==> config.mk <==
export PLATFORM = sky130hd
export DESIGN_NAME = truth_table_scanner
export DESIGN_NICKNAME = d
export VERILOG_FILES = /design/src/rtl/truth_table_scanner.sv
export SDC_FILE = /design/constraint.sdc
export NUM_CORES = 1
export LEC_CHECK = 0
export ABC_AREA = 1
export CAP_MARGIN = 30
export CORE_AREA = 10 10 91 93
export CTS_CLUSTER_SIZE = 30
export DETAILED_ROUTE_END_ITERATION = 8
export DIE_AREA = 0 0 101 103
export DONT_BUFFER_PORTS = 1
export SYNTH_ARGS = -nofsm -noshare
export SYNTH_HDL_FRONTEND = slang
export SYNTH_SLANG_ARGS = --single-unit
==> constraint.sdc <==
create_clock -name clk -period 3.4 [get_ports clk]
set_input_delay 0.68 -clock clk [delete_from_list [all_inputs] [get_ports clk]]
set_output_delay 0.68 -clock clk [all_outputs]
set_load 0.005 [all_outputs]
==> src/rtl/truth_table_scanner.sv <==
// rtl/truth_table_scanner.sv - walks every input combination of an N-variable function,
// samples its output and rebuilds the truth table, minterm count and ordered minterm stream.
module truth_table_scanner #(
  parameter int N_VARS = 4,
  parameter int SETTLE = 1
) (
  input  logic                 clk,
  input  logic                 rst,
  input  logic                 start,
  output logic [N_VARS-1:0]    vars_out,
  input  logic                 f_in,
  output logic                 busy,
  output logic                 done,
  output logic [2**N_VARS-1:0] truth_table,
  output logic [N_VARS:0]      minterm_count,
  output logic                 mt_valid,
  output logic [N_VARS-1:0]    mt_index,
  input  logic                 mt_ready
);

  typedef enum logic [1:0] {IDLE, DRIVE, EMIT, DONE} state_t;

  localparam logic [N_VARS-1:0] LAST_IDX    = {N_VARS{1'b1}};
  localparam logic [3:0]        SETTLE_LAST = 4'(SETTLE - 1);

  state_t                 state_q, state_d;
  logic [N_VARS-1:0]      idx_q, idx_d;
  logic [3:0]             settle_q, settle_d;
  logic                   busy_q, busy_d;
  logic                   done_q, done_d;
  logic [2**N_VARS-1:0]   truth_table_q, truth_table_d;
  logic [N_VARS:0]        minterm_count_q, minterm_count_d;
  logic                   mt_valid_q, mt_valid_d;
  logic [N_VARS-1:0]      mt_index_q, mt_index_d;
  logic                   advance;

  always_comb begin
    state_d         = state_q;
    idx_d           = idx_q;
    settle_d        = settle_q;
    busy_d          = busy_q;
    done_d          = 1'b0;
    truth_table_d   = truth_table_q;
    minterm_count_d = minterm_count_q;
    mt_valid_d      = mt_valid_q;
    mt_index_d      = mt_index_q;
    advance         = 1'b0;

    case (state_q)
      IDLE: begin
        if (start) begin
          state_d         = DRIVE;
          idx_d           = '0;
          settle_d        = '0;
          truth_table_d   = '0;
          minterm_count_d = '0;
          busy_d          = 1'b1;
        end
      end
      DRIVE: begin
        if (settle_q == SETTLE_LAST) begin
          truth_table_d[idx_q] = f_in;
          if (f_in) begin
            minterm_count_d = minterm_count_q + (N_VARS+1)'(1);
            mt_valid_d      = 1'b1;
            mt_index_d      = idx_q;
            state_d         = EMIT;
          end else begin
            advance = 1'b1;
          end
        end else begin
          settle_d = settle_q + 4'd1;
        end
      end
      EMIT: begin
        if (mt_ready) begin
          mt_valid_d = 1'b0;
          advance    = 1'b1;
        end
      end
      DONE: begin
        state_d = IDLE;
      end
      default: state_d = IDLE;
    endcase

    // Shared step out of DRIVE (zero result) or EMIT (handshake complete).
    if (advance) begin
      if (idx_q == LAST_IDX) begin
        state_d = DONE;
        done_d  = 1'b1;
        busy_d  = 1'b0;
      end else begin
        idx_d    = idx_q + N_VARS'(1);
        settle_d = '0;
        state_d  = DRIVE;
      end
    end
  end

  always_ff @(posedge clk or posedge rst) begin
    if (rst) begin
      state_q         <= IDLE;
      idx_q           <= '0;
      settle_q        <= '0;
      busy_q          <= 1'b0;
      done_q          <= 1'b0;
      truth_table_q   <= '0;
      minterm_count_q <= '0;
      mt_valid_q      <= 1'b0;
      mt_index_q      <= '0;
    end else begin
      state_q         <= state_d;
      idx_q           <= idx_d;
      settle_q        <= settle_d;
      busy_q          <= busy_d;
      done_q          <= done_d;
      truth_table_q   <= truth_table_d;
      minterm_count_q <= minterm_count_d;
      mt_valid_q      <= mt_valid_d;
      mt_index_q      <= mt_index_d;
    end
  end

  assign vars_out      = idx_q;
  assign busy          = busy_q;
  assign done          = done_q;
  assign truth_table   = truth_table_q;
  assign minterm_count = minterm_count_q;
  assign mt_valid      = mt_valid_q;
  assign mt_index      = mt_index_q;

endmodule

==> impl_metrics.tcl, run 1 <==
set metrics [dict create \
    status "finished, final reports clean" \
    relSlewSlack 0.647 \
    path_cells "inv_1 > ha_1 > buf_4 > nor2_1 > nor2_2 > nand2_2 > o21ai_1 > o21ai_1" \
    io_pins 37 \
    synthesis.area_um2 2200 \
    yosys-top-cells-area "dfrtp_1 (43%), nand2_1 (14%), o21ai_1 (6.4%), ha_1 (6.3%), nand3_1 (5.7%)" \
    layout_setup_ws_ps 1280 \
    yosys_warnings 0 \
    pre_cts_ws_ps 1310 \
    crit_buf_inv 2 \
    avgRoutedWirePerCell_um 14.2 \
    num_antenna_cells 0 \
    period_minus_slack_ps 2120 \
    slowest_delay_ps 450 \
    rows 30 \
    clk_path_buf_depth 2 \
    cts_sinks 38 \
    num_vias 1801 \
    max_cap_violations 0 \
    setup_viol 0 \
    path_delay_family "simple AND/OR/NAND/NOR gates" \
    grt_max_degree 39 \
    ctsResizeCount 0 \
    dr.pass1.iters 4 \
    crit_top_cell "o21ai_1" \
    worstHoldPathType "in2async" \
    fmax_mhz 471 \
    die_x_um 101 \
    end_kind "flip-flop" \
    coreArea_um2 6570 \
    cp_max_fo 18 \
    grt_pass1_wl_um 8620 \
    rsz0062_at_grt "no" \
    synth_nets 300 \
    layout_commonest_cell "nand2_1" \
    r2r_cells 8 \
    dp_hpwl_um 3900 \
    worstPathArrival_ps 2290 \
    cp.depth 8 \
    fin_nets 300 \
    dieHeight_um 103 \
    drive_above_1_share 0.0912 \
    powerDensity_nw_per_um2 800 \
    netlist_instances 284 \
    tightest_slew_ps 529 \
    cts_root_buf "clkbuf_8" \
    remaining_drc_errors 0 \
    cts_setup_buffers 0 \
    vdd_drop_max_mv 0.321 \
    port_buffers 0 \
    cts_hold_buf 0 \
    fin_setup_tns_ps 0 \
    gp_congestion 0.826 \
    synth_cell_type_count 24 \
    wirelength_um 5200 \
    start_util 0.334 \
    critPathLaunchType "flip-flop" \
    grtUsageTotal 0.104 \
    synth_largest_area_cell "dfrtp_1" \
    synth_seq_area_share 0.433 \
    slew_violations 0 \
    insertion_delay_ps 290 \
    clk_pin_slew_ps 70 \
    synth_area_per_cell_um2 7.74 \
    antenna_left 0 \
    slowest_stage "nor2_2" \
    drtIter0Drc 96 \
    antenna_found_initial 0 \
    grt_pass1_vias 1725 \
    synth_seq_cells 38 \
    grt-ovfl-total 0 \
    dieArea_um2 10400 \
    fin_crit_sh 0.624 \
    worstSetupPathType "reg2reg" \
    yosysTopAreaCellShare 0.433 \
    cts_tree "built" \
    clock_skew_ps 3.95 \
    hold_viol_final 0 \
    cts_buffers 5 \
    via_per_inst 4.93 \
    syn_to_final_growth_pct 7.18 \
    p_leak_uw 0.00115 \
    required_ps 3560 \
    final_cell_mix "nand2_1 (80), dfrtp_1 (38), inv_1 (29)" \
    h-tree-depth 2 \
]
## worst paths after layout
path | endpoint | startpoint | slack [ps]
max | truth_table[3]$_DFFE_PP0P_ | state_q[1]$_DFFE_PP0P_ | 1280
min reg2reg | mt_index[1]$_DFFE_PP0P_ | mt_index[1]$_DFFE_PP0P_ | 530
max in group asynchronous | vars_out[1]$_DFF_PP0_ | rst | 2670
max reg2reg | truth_table[3]$_DFFE_PP0P_ | state_q[1]$_DFFE_PP0P_ | 1280
min | minterm_count[2]$_DFFE_PP0P_ | rst | 390
min in group clk | mt_index[1]$_DFFE_PP0P_ | mt_index[1]$_DFFE_PP0P_ | 530
## flip-flops by register name, summed over array words and instances, names as in the netlist
register	flops
minterm_count	5
done	1
settle_q	4
busy	1
vars_out	4
mt_index	4
mt_valid	1
state_q	2
truth_table	16
## worst reg2reg max path, delay by kind of cell (launching register included)
family | cells | cell delay (ps)
flip-flops | 1 | 420
adder cells (fa/ha/maj) | 1 | 140
AND/OR/NAND/NOR | 3 | 820
buffers and inverters | 2 | 340
AO/OA/AOI/OAI | 2 | 270
## synth_stat cells, drive strengths merged
master / n
nand4: 5
o22ai: 1
ha: 11
xnor2: 1
buf: 9
o211ai: 3
xor2: 1
nand3: 27
a21oi: 11
inv: 34
dfrtp: 38
nor2: 22
o21ai: 37
nand2: 84
## where the power goes
group	leakage [µW]	switching (µW)	internal [µW]
combinational	0.000592	549	256
clock	0.0000524	159	220
sequential	0.000508	135	566
## metrics by stage
step / instance area, µm² / hold slack, ps / utilization / total power, µW / instances
final: 2350 / 390 / 0.358 / 1880 / 365
after global routing: 2350 / 434 / 0.358 / 2060 / 365
after CTS: 2350 / 405 / 0.358 / 1910 / 365
after detailed placement: 2250 / 514 / 0.342 / 1520 / 357
after global placement: 2250 / 513 / 0.342 / 1510 / 357
after floorplan: 2200 / 465 / - / 1350 / 284
## cell families after synthesis
logic type,count (synthesis),synth area share
AOI/OAI and AO/OA,52,0.122
xor gates and xnor gates,2,0.00797
adders and majority gates,11,0.0626
buffers and inverters,43,0.0871
DFF,38,0.433
and+or+nand+nor,138,0.287
## routing by layer
layer,vias up,part of all wire,wire length (µm),GRT usage
met2,31,0.46,2410,0.166
li1,922,-,-,-
met5,-,0,0,0
met4,0,0.012,65,0.0332
met1,841,0.44,2310,0.125
met3,7,0.080,414,0.0429
## final cells by class
class | count | area (µm²)
clock buffers | 7 | 76.3
multi-input cells | 203 | 1050
fillers | 656 | 4210
inverters | 34 | 128
flip-flops and latches | 38 | 951
clock inverters | 1 | 30.0
well taps | 80 | 100
repair buffers | 2 | 15.0
(Power assumes the default switching activity.)
==> run 2: changes to the inputs <==
==> constraint.sdc (replaced) <==
create_clock -name clk -period 2.1 [get_ports clk]
set_input_delay 0.42 -clock clk [delete_from_list [all_inputs] [get_ports clk]]
set_output_delay 0.42 -clock clk [all_outputs]
set_load 0.005 [all_outputs]
==> run 2 against run 1 <==
  * Non-clock buffer count rose by 2
  * Critical path depth fell by 1
  * Sequential share of layout area fell by 0.064 points
  * Largest power group unchanged
  * Clock skew increased by 5.8 ps
  * Worst hold slack got worse by 260 ps
  * Combinational power increased by 66%
  * Core utilization grew 0.057 points
  * Critical path type unchanged
  * Wire length increased by 1.6%
  * Via count up 2.1%
==> impl_metrics.tcl, run 2 (synthesized netlist as in run 1, its figures left out) <==
set metrics [dict create \
    slew_violations 0 \
    period_minus_slack_ps 1840 \
    setup_viol 0 \
    grt_max_degree 39 \
    rsz0062_at_grt "no" \
    avgRoutedWirePerCell_um 14.4 \
    antenna_left 0 \
    cts_root_buf "clkbuf_8" \
    clk_pin_slew_ps 80 \
    dp_cells 359 \
    dr.pass1.iters 4 \
    num_vias 1838 \
    dieArea_um2 10400 \
    syn_to_final_growth_pct 7.35 \
    wirelength_um 5280 \
    clock_skew_ps 9.72 \
    antenna_found_initial 0 \
    max_cap_violations 0 \
    worstPathArrival_ps 2020 \
    grt_pass1_wl_um 8740 \
    clk_path_buf_depth 2 \
    largest_register_ffs 16 \
    end_kind "flip-flop" \
    ctsResizeCount 0 \
    cts_tree "built" \
    fillerInstances 673 \
    hold_viol_final 0 \
    grtUsageTotal 0.106 \
    h-tree-depth 2 \
    remaining_drc_errors 0 \
    start_util 0.334 \
    cts_sinks 38 \
    drtIter0Drc 109 \
    worstSetupPathType "reg2reg" \
    required_ps 2280 \
    relSlewSlack 0.681 \
    layout_commonest_cell "nand2_1" \
    status "finished, final reports clean" \
    powerDensity_nw_per_um2 1270 \
    final_cell_mix "nand2_1 (80), dfrtp_1 (38), inv_1 (29)" \
    fmax_mhz 544 \
    cts_setup_buffers 0 \
    coreArea_um2 6570 \
    fin_crit_sh 0.876 \
    worstHoldPathType "in2async" \
    cts_buffers 5 \
    port_buffers 0 \
    gp_congestion 0.780 \
    drive_above_1_share 0.105 \
    num_antenna_cells 0 \
    grt_pass1_vias 1746 \
    dieHeight_um 103 \
    grt-ovfl-total 0 \
    tightest_slew_ps 479 \
    fin_nets 302 \
    fin_cells 367 \
    rows 30 \
    via_per_inst 5.01 \
    cp_max_fo 10 \
    critPathLaunchType "flip-flop" \
    vdd_drop_max_mv 0.488 \
    p_leak_uw 0.00116 \
    insertion_delay_ps 290 \
    cts_hold_buf 0 \
    dp_hpwl_um 3920 \
    die_x_um 101 \
    io_pins 37 \
    fin_setup_tns_ps 0 \
]
[run 2: cell types whose count changed in the layout (fill, tap and decap cells not counted)]
| cell | previous run | this run |
|---|---|---|
| buf_4 | 2 | 4 |
| bufinv_16 | 1 | 0 |
| clkinv_2 | 0 | 1 |
| clkinvlp_4 | 0 | 1 |
| clkbuf_1 | 2 | 0 |
| clkbuf_8 | 5 | 6 |
[run 2: metal layers]
metal | track usage | routed length (µm) | vias to the layer above
li1 | - | - | 922
met1 | 0.124 | 2250 | 867
met2 | 0.171 | 2560 | 45
met3 | 0.0362 | 424 | 4
met4 | 0.0482 | 42 | 0
met5 | 0 | 0 | -
[run 2: worst paths after layout]
path	from	to	slack, ps	cells past startpoint
min in group clk	start	busy$_DFF_PP0_	300	2
worst max-delay path	state_q[0]$_DFFE_PP0P_	truth_table[3]$_DFFE_PP0P_	260	7
worst min-delay path	rst	truth_table[6]$_DFFE_PP0P_	130	2
max in group asynchronous	rst	busy$_DFF_PP0_	1640	2
worst min register to register	mt_index[3]$_DFFE_PP0P_	mt_index[3]$_DFFE_PP0P_	530	2
worst max register to register	state_q[0]$_DFFE_PP0P_	truth_table[3]$_DFFE_PP0P_	260	7
[run 2: per-stage QoR]
| stage | total power, µW | hold slack (ps) | cell area, µm² | util | worst slack [ps] |
|---|---|---|---|---|---|
| after global placement | 2490 | 464 | 2260 | 0.345 | 339 |
| after detailed placement | 2500 | 465 | 2260 | 0.345 | 255 |
| after CTS | 3050 | 142 | 2360 | 0.359 | 255 |
| after global routing | 3300 | 168 | 2360 | 0.359 | 12.9 |
| final | 3000 | 125 | 2360 | 0.359 | 261 |
| after floorplan | 2190 | 465 | 2200 | - | 648 |
[run 2: area by class of cell]
cell class / instances / area (µm²) / area share
multi-input combinational: 203 / 1050 / 0.447
inverter: 34 / 128 / 0.0541
clock inverter: 2 / 12.5 / 0.00531
timing repair buffer: 4 / 30.0 / 0.0127
clock buffer: 6 / 82.6 / 0.0350
tap: 80 / 100 / 0.0424
sequential: 38 / 951 / 0.403
[run 2: critical path, cell delays in order, from the launching register on]
cell and delay (ps):
dfrtp_1 410, inv_1 110, ha_1 330, nor2_1 120, nor2_2 300, nand2_2 220
o21ai_1 170, o21ai_1 80
[run 2: power by group]
part / total, µW / switching, µW / leakage (µW) / internal, µW
Clock: 529 / 265 / 0.0000472 / 264
Sequential: 1130 / 219 / 0.000508 / 916
Combinational: 1340 / 885 / 0.000602 / 454
Total: 3000 / 1370 / 0.00116 / 1630
==> run 3: changes to the inputs <==
--- a/config.mk
+++ b/config.mk
@@ -12,6 +12,7 @@
 export DETAILED_ROUTE_END_ITERATION = 8
 export DIE_AREA = 0 0 101 103
 export DONT_BUFFER_PORTS = 1
+export SETUP_SLACK_MARGIN = 0.5
 export SYNTH_ARGS = -nofsm -noshare
 export SYNTH_HDL_FRONTEND = slang
 export SYNTH_SLANG_ARGS = --single-unit
==> run 3 against run 2 <==
  * Cell area grew 8.9%
  * Sequential power is essentially flat
  * Combinational power is 25% higher
  * Highest routed layer unchanged
==> impl_metrics.tcl, run 3 (synthesized netlist as in run 1, its figures left out) <==
set metrics [dict create \
    p_leak_uw 0.00122 \
    path_cells "inv_2 > ha_4 > nor2_1 > nor2_4 > buf_6 > o211ai_1 > nand2_1 > nand2_1" \
    dp_cells 359 \
    pre_cts_ws_ps 255 \
    antenna_left 0 \
    critPathLaunchType "flip-flop" \
    clock_skew_ps 12.9 \
    rsz0062_at_grt "no" \
    largest_register_ffs 16 \
    multi_input_area_um2 1190 \
    slowest_delay_ps 410 \
    setup_viol 0 \
    worstSetupPathType "reg2reg" \
    relSlewSlack 0.675 \
    port_buffers 0 \
    required_ps 2290 \
    drtIter0Drc 130 \
    antenna_found_initial 0 \
    wirelength_um 5710 \
    met2_usage 0.170 \
    num_antenna_cells 0 \
    layout_setup_ws_ps 563 \
    fillerInstances 657 \
    dp_hpwl_um 3920 \
    r2r_cells 8 \
    via_per_inst 5.05 \
    cts_root_buf "clkbuf_8" \
    syn_to_final_growth_pct 16.9 \
    fin_crit_sh 0.732 \
    coreArea_um2 6570 \
    gp_congestion 0.780 \
    remaining_drc_errors 0 \
    powerDensity_nw_per_um2 1310 \
    fin_setup_tns_ps 0 \
    cts_sinks 38 \
    crit_top_cell "nand2_1" \
    worstHoldPathType "in2async" \
    status "finished, final reports clean" \
    fin_nets 311 \
    cp_max_fo 6 \
    cts_tree "built" \
    tightest_slew_ps 487 \
    dieHeight_um 103 \
    h-tree-depth 2 \
    grt_pass1_vias 1757 \
    die_x_um 101 \
    slew_violations 0 \
    clk_path_buf_depth 2 \
    dr.pass1.iters 4 \
    busiest_layer "met2" \
    rows 30 \
    vdd_drop_max_mv 0.502 \
    clk_pin_slew_ps 90 \
    fin_cells 376 \
    final_cell_mix "nand2_1 (78), dfrtp_1 (35), o21ai_1 (26)" \
    period_minus_slack_ps 1540 \
    drive_above_1_share 0.193 \
    start_util 0.334 \
    slowest_stage "dfrtp_1" \
    grt_max_degree 39 \
    insertion_delay_ps 300 \
    seq_area_um2 955 \
    avgRoutedWirePerCell_um 15.2 \
    io_pins 37 \
    layout_commonest_cell "nand2_1" \
    met3_usage 0.0362 \
    grt_pass1_wl_um 8790 \
    dieArea_um2 10400 \
    end_kind "flip-flop" \
    met1_usage 0.126 \
    fmax_mhz 651 \
    grt-ovfl-total 0 \
    grtUsageTotal 0.106 \
    num_vias 1898 \
    worstPathArrival_ps 1720 \
    hold_viol_final 0 \
    cts_buffers 5 \
    max_cap_violations 0 \
]
## run 3: cell types whose count changed in the layout (fill, tap and decap cells not counted), sizes merged
cell | previous run | this run
nand2 | 84 | 85
nand4 | 5 | 6
buf | 4 | 11
## run 3: final cells by class
class,count,share of cell area
clock inverter,2,0.00487
inverter,34,0.0507
tap,80,0.0390
clock buffer,6,0.0322
multi-input combinational,205,0.463
sequential,38,0.372
timing repair buffer,11,0.0385
## run 3: final timing paths
| path | from | endpoint | slack [ps] |
|---|---|---|---|
| setup / recovery | state_q[1]$_DFFE_PP0P_ | truth_table[12]$_DFFE_PP0P_ | 560 |
| hold / removal | rst | truth_table[6]$_DFFE_PP0P_ | 120 |
| setup reg to reg | state_q[1]$_DFFE_PP0P_ | truth_table[12]$_DFFE_PP0P_ | 560 |
| hold reg to reg | mt_index[3]$_DFFE_PP0P_ | mt_index[3]$_DFFE_PP0P_ | 530 |
| max in group asynchronous | rst | settle_q[0]$_DFF_PP0_ | 1600 |
| min in group clk | start | busy$_DFF_PP0_ | 300 |
## run 3: critical path: cells and delay by family (launching register included)
| family | cells | cell delay [ps] |
|---|---|---|
| and+or+nand+nor | 4 | 460 |
| DFF | 1 | 410 |
| buffers and inverters | 2 | 280 |
| adders and majority gates | 1 | 180 |
| AOI/OAI and AO/OA | 1 | 90 |
## run 3: what timing repair did
item | in CTS | in global routing
gates resized for setup | 7 | 28
cloned | 0 | 2
setup endpoints to repair | 28 | 34
setup buffers | 0 | 7
hold endpoints to repair | 0 | 0
hold buffers | 0 | 0
pin swaps | 0 | 5
## run 3: metal layers
layer	vias up	wire length (µm)
li1	957	-
met1	883	2370
met2	50	2760
met3	8	491
met4	0	91
met5	-	0
## run 3: through the flow
stage               cell area [µm²]  utilization  total power, µW  hold slack (ps)
floorplan                      2200            -             2190              465
global placement               2260        0.345             2490              464
detailed placement             2260        0.345             2500              465
CTS                            2390        0.364             3090              142
global route                   2570        0.391             3670              168
finish                         2570        0.391             3350              121
## run 3: power by group
| part | switching [µW] | total, µW | internal, µW |
|---|---|---|---|
| Clock | 268 | 532 | 264 |
| Combinational | 1040 | 1670 | 637 |
| Sequential | 228 | 1150 | 919 |
| Total | 1530 | 3350 | 1820 |
